[src/rtl/adder_multicycle.sv]
// Multi-cycle adder/subtractor: WIDTH-bit operands summed CHUNK bits per clock, LSB chunk first.
// Define ADDER_FLAGS_EN to add registered ovf/zero/neg outputs.

module adder_multicycle_chunk #(
  parameter int CHUNK = 8
) (
  input  logic [CHUNK-1:0] a_i,
  input  logic [CHUNK-1:0] b_i,
  input  logic             c_i,
  output logic [CHUNK-1:0] s_o,
  output logic             c_o
);
  assign {c_o, s_o} = {1'b0, a_i} + {1'b0, b_i} + {{CHUNK{1'b0}}, c_i};
endmodule

module adder_multicycle #(
  parameter int WIDTH = 32,
  parameter int CHUNK = 8
) (
  input  logic             clk,
  input  logic             rst,
  input  logic             start,
  input  logic             sub,
  input  logic [WIDTH-1:0] op1,
  input  logic [WIDTH-1:0] op2,
  output logic             ready,
  output logic             done,
  output logic [WIDTH-1:0] res,
  output logic             carry
`ifdef ADDER_FLAGS_EN
  ,
  output logic             ovf,
  output logic             zero,
  output logic             neg
`endif
);
  localparam int N  = WIDTH / CHUNK;
  localparam int IW = (N > 1) ? $clog2(N) : 1;

  if ((WIDTH % CHUNK) != 0 || CHUNK < 1) begin : g_bad_cfg
    $error("adder_multicycle: WIDTH must be a nonzero multiple of CHUNK");
  end

  typedef enum logic [1:0] {IDLE, RUN, DONE} state_e;

  state_e                     state_q, state_d;
  logic [N-1:0][CHUNK-1:0]    a_q, a_d, b_q, b_d, w_q, w_d;
  logic                       c_q, c_d;
  logic [IW-1:0]              idx_q, idx_d;
  logic [WIDTH-1:0]           res_q, res_d;
  logic                       carry_q, carry_d;
  logic [CHUNK-1:0]           sum;
  logic                       cout;
  logic                       last;

  adder_multicycle_chunk #(.CHUNK(CHUNK)) u_chunk (
    .a_i (a_q[idx_q]),
    .b_i (b_q[idx_q]),
    .c_i (c_q),
    .s_o (sum),
    .c_o (cout)
  );

  assign last = (idx_q == IW'(N - 1));

`ifdef ADDER_FLAGS_EN
  logic ovf_q, ovf_d, zero_q, zero_d, neg_q, neg_d;
`endif

  always_comb begin
    state_d = state_q;
    a_d     = a_q;
    b_d     = b_q;
    w_d     = w_q;
    c_d     = c_q;
    idx_d   = idx_q;
    res_d   = res_q;
    carry_d = carry_q;
`ifdef ADDER_FLAGS_EN
    ovf_d   = ovf_q;
    zero_d  = zero_q;
    neg_d   = neg_q;
`endif
    unique case (state_q)
      IDLE: if (start) begin
        a_d     = op1;
        b_d     = sub ? ~op2 : op2;
        c_d     = sub;
        idx_d   = '0;
        w_d     = '0;
        state_d = RUN;
      end
      RUN: begin
        w_d[idx_q] = sum;
        c_d        = cout;
        idx_d      = idx_q + 1'b1;
        // Result registers are only touched on the final chunk so partial sums never leak out.
        if (last) begin
          res_d   = w_d;
          carry_d = cout;
          idx_d   = '0;
          state_d = DONE;
`ifdef ADDER_FLAGS_EN
          ovf_d   = (a_q[N-1][CHUNK-1] == b_q[N-1][CHUNK-1]) &&
                    (w_d[N-1][CHUNK-1] != a_q[N-1][CHUNK-1]);
          zero_d  = (w_d == '0);
          neg_d   = w_d[N-1][CHUNK-1];
`endif
        end
      end
      DONE:    state_d = IDLE;
      default: state_d = IDLE;
    endcase
  end

  always_ff @(posedge clk or posedge rst) begin
    if (rst) begin
      state_q <= IDLE;
      a_q     <= '0;
      b_q     <= '0;
      w_q     <= '0;
      c_q     <= 1'b0;
      idx_q   <= '0;
      res_q   <= '0;
      carry_q <= 1'b0;
    end else begin
      state_q <= state_d;
      a_q     <= a_d;
      b_q     <= b_d;
      w_q     <= w_d;
      c_q     <= c_d;
      idx_q   <= idx_d;
      res_q   <= res_d;
      carry_q <= carry_d;
    end
  end

`ifdef ADDER_FLAGS_EN
  always_ff @(posedge clk or posedge rst) begin
    if (rst) begin
      ovf_q  <= 1'b0;
      zero_q <= 1'b0;
      neg_q  <= 1'b0;
    end else begin
      ovf_q  <= ovf_d;
      zero_q <= zero_d;
      neg_q  <= neg_d;
    end
  end

  assign ovf  = ovf_q;
  assign zero = zero_q;
  assign neg  = neg_q;
`endif

  assign ready = (state_q == IDLE);
  assign done  = (state_q == DONE);
  assign res   = res_q;
  assign carry = carry_q;

endmodule

[config.mk]
export PLATFORM = sky130hd
export DESIGN_NAME = adder_multicycle
export DESIGN_NICKNAME = d
export VERILOG_FILES = /design/src/rtl/adder_multicycle.sv
export SDC_FILE = /design/constraint.sdc
export NUM_CORES = 1
export LEC_CHECK = 0
export CORE_MARGIN = 4
export CORE_UTILIZATION = 30
export CTS_BUF_LIST = sky130_fd_sc_hd__clkbuf_8
export CTS_CLUSTER_DIAMETER = 30
export DETAILED_ROUTE_END_ITERATION = 8
export PLACE_DENSITY = 0.49
export REMOVE_ABC_BUFFERS = 1
export SETUP_SLACK_MARGIN = 0.02
export SLEW_MARGIN = 20
export SYNTH_ARGS = -nofsm -noshare
export SYNTH_HDL_FRONTEND = slang
export SYNTH_SLANG_ARGS = --single-unit
[constraint.sdc]
create_clock -name clk -period 7.1 [get_ports clk]
set_input_delay 0.71 -clock clk [delete_from_list [all_inputs] [get_ports clk]]
set_output_delay 0.71 -clock clk [all_outputs]
set_load 0.01 [all_outputs]
==> flow_summary.json <==
{
  "insertion_delay_ns": 0.43,
  "port_buffers": 102,
  "hold_buffers": 0,
  "max-slew-margin-rel": 0.321,
  "endpoint_kind": "register",
  "cp.required_ns": 7.38,
  "nets": 735,
  "cts_resized": 0,
  "final_common_cell": "nand2_1",
  "finalMaxSlewViolations": 0,
  "status": "completed",
  "crit_fanout": 20,
  "tritoncts": "yes",
  "async_flop_share": 1.00,
  "ios": 103,
  "finalCriticalPeriod_ns": 3.39,
  "drtIter0Drc": 235,
  "die_x_um": 148,
  "tns_ns": 0,
  "post_cts_buffers": 0,
  "critPathArrivalTime_ns": 3.67,
  "peakVddDrop_uv": 225,
  "fin_crit_sh": 0.477,
  "synth_compound_area_frac": 0.126,
  "grt_pass1_wl_um": 22800,
  "grt_use_total": 0.131,
  "viasPerCell": 4.51,
  "cts_root_buf": "clkbuf_8",
  "synthSimpleGateAreaFrac": 0.138,
  "drive_above_1_share": 0.0917,
  "design_area_um2": 7510,
  "die_h_um": 148,
  "startpoint_type": "register",
  "row_count": 51,
  "ff2ff_setup_slack_ns": 3.71,
  "worst_clock_skew_ns": 0.00929,
  "crit_chain": "mux4_2 -> fa_1 -> inv_1 -> fa_1 -> nor2b_1 -> o21a_1 -> nor2_1 -> xor2_1 -> o21ai_0",
  "synth_top_family_by_area": "simple AND/OR/NAND/NOR gates",
  "yosys_warnings": 0,
  "vias": 4193,
  "powerDensity_nw_per_um2": 508,
  "synth_adder_area_share": 0.0301,
  "fmax_mhz": 295,
  "antenna_found_initial": 0,
  "hpwlAfterDp_um": 9760,
  "pre_cts_ws_ns": 3.66,
  "gp_congestion": 0.789,
  "avgSynthCellArea_um2": 10.3,
  "grt_pass1_vias": 4421,
  "hold_violations": 0,
  "avgRoutedWirePerCell_um": 14.9,
  "worst_slew_pin_slew_ns": 1.01,
  "cp_top_family": "flip-flops",
  "wirelength_um": 13900,
  "cts_made_buffers": 17,
  "antenna_cells": 0,
  "worst_slack_ns": 3.71,
  "muxShareOfSynthArea": 0.0815,
  "crit_buf_inv": 1,
  "finalPower_mw": 3.82,
  "synth_edf_count": 0,
  "cts_buffer_depth": 2,
  "cp_slowest_stage_delay_ns": 0.78,
  "synth_area_um2": 5900,
  "dr.pass1.iters": 4,
  "synth_ff_type": "dfrtp_1",
  "initial_core_util": 0.304,
  "core_area_um2": 19400,
  "slowest_stage": "dfrtp_2",
  "placed_area_um2": 7110,
  "final_cell_mix": "nand2_1 (169), dfrtp_1 (125), clkdlybuf4s50_1 (101)",
  "route.detailed.drc": 0,
  "seq_area_frac_synth": 0.535,
  "syn2layout_area_growth_pct": 27.4,
  "rsz0062_at_grt": "no",
  "hold_path_class": "register to register",
  "synthXorXnorAreaFrac": 0.0562,
  "setup_viol": 0,
  "grt_remaining_overflow": 0,
  "max_cap_violations": 0,
  "syn_inst": 570,
  "crit_top_cell": "fa_1",
  "crit_type": "register to register",
  "ys_seq_elements": 126,
  "cts.reportedPaths.clkPinSlew_ns": 0.07,
  "antenna_left": 0,
  "fp.dieArea_um2": 22000,
  "cts.sinks": 126,
  "synth.distinct_cells": 43,
  "p_leak_nw": 3.28,
  "cts_max_level": 4,
  "grt_max_degree": 99
}
==> stage by stage <==
| step | std cells | util | hold slack, ns |
|---|---|---|---|
| detailed placement | 900 | 0.366 | 0.463 |
| CTS | 930 | 0.387 | 0.481 |
| global route | 930 | 0.387 | 0.496 |
| finish | 930 | 0.387 | 0.474 |
| global placement | 900 | 0.366 | 0.456 |
| floorplan | 530 | - | 0.440 |
==> synth_stat cells, types with 5 or more instances <==
cell type,instances,area [um2]
buf_2,13,65.1
ha_1,11,138
mux2i_1,12,120
o2bb2ai_1,15,131
nor3b_1,9,67.6
nor2_1,5,18.8
a21oi_1,11,55.1
xnor2_1,34,298
mux4_2,16,360
nand2_1,171,642
o21ai_0,67,335
clkbuf_1,24,90.1
inv_1,8,30.0
dfrtp_1,126,3150
==> final timing paths <==
| check | startpoint | endpoint | cells after the start |
|---|---|---|---|
| max in group asynchronous | rst | res[28]$_DFFE_PP0P_ | 3 |
| setup reg to reg | idx_q[0]$_DFFE_PP0P_ | res[20]$_DFFE_PP0P_ | 9 |
| hold reg to reg | a_q[6]$_DFFE_PP0P_ | a_q[6]$_DFFE_PP0P_ | 2 |
| setup / recovery | idx_q[0]$_DFFE_PP0P_ | res[20]$_DFFE_PP0P_ | 9 |
| min in group asynchronous | rst | res[0]$_DFFE_PP0P_ | 2 |
| hold / removal | a_q[6]$_DFFE_PP0P_ | a_q[6]$_DFFE_PP0P_ | 2 |
==> power breakdown <==
group	internal (mW)	leakage [nW]	total, mW	switching [mW]
clock network	0.376	0.217	0.642	0.266
logic	0.828	1.47	1.95	1.12
registers	1.03	1.60	1.23	0.204
==> sequential cells by signal, indices dropped and copies added (netlist names) <==
signal   flops
a_q         32
b_q         32
c_q          1
carry        1
idx_q        2
res         32
state_q      2
w_q         24
==> worst reg2reg max path: cells and delay by family (launching register included) <==
family	cells	cell delay [ns]
AND/OR/NAND/NOR	2	0.20
XOR/XNOR	1	0.53
buffers and inverters	1	0.09
adder cells (fa/ha/maj)	2	0.70
AO/OA/AOI/OAI	2	0.37
multiplexers	1	0.60
flip-flops	1	0.78
==> layout make-up <==
cell class	instances	area (um2)
Fill cell	1992	11900
Sequential cell	126	3150
Multi-Input combinational cell	396	2550
Timing Repair Buffer	105	1040
Tap cell	265	332
Clock buffer	21	289
Clock inverter	9	119
Inverter	8	32.5
==> cells by family (layout without fill, tap and decap cells) <==
kind of cell,Yosys count,after routing
XOR/XNOR,37,37
adder cells (fa/ha/maj),13,13
AO/OA/AOI/OAI,120,120
flip-flops,126,126
buffers and inverters,48,143
AND/OR/NAND/NOR,198,198
multiplexers,28,28
==> metal layers <==
metal / up-vias / global-route usage / share of wire
li1: 2104 / - / -
met1: 1991 / 0.178 / 0.48
met2: 83 / 0.206 / 0.47
met3: 15 / 0.0381 / 0.037
met4: 0 / 0.0374 / 0.013
met5: - / 0 / 0
(Power assumes the default switching activity.)
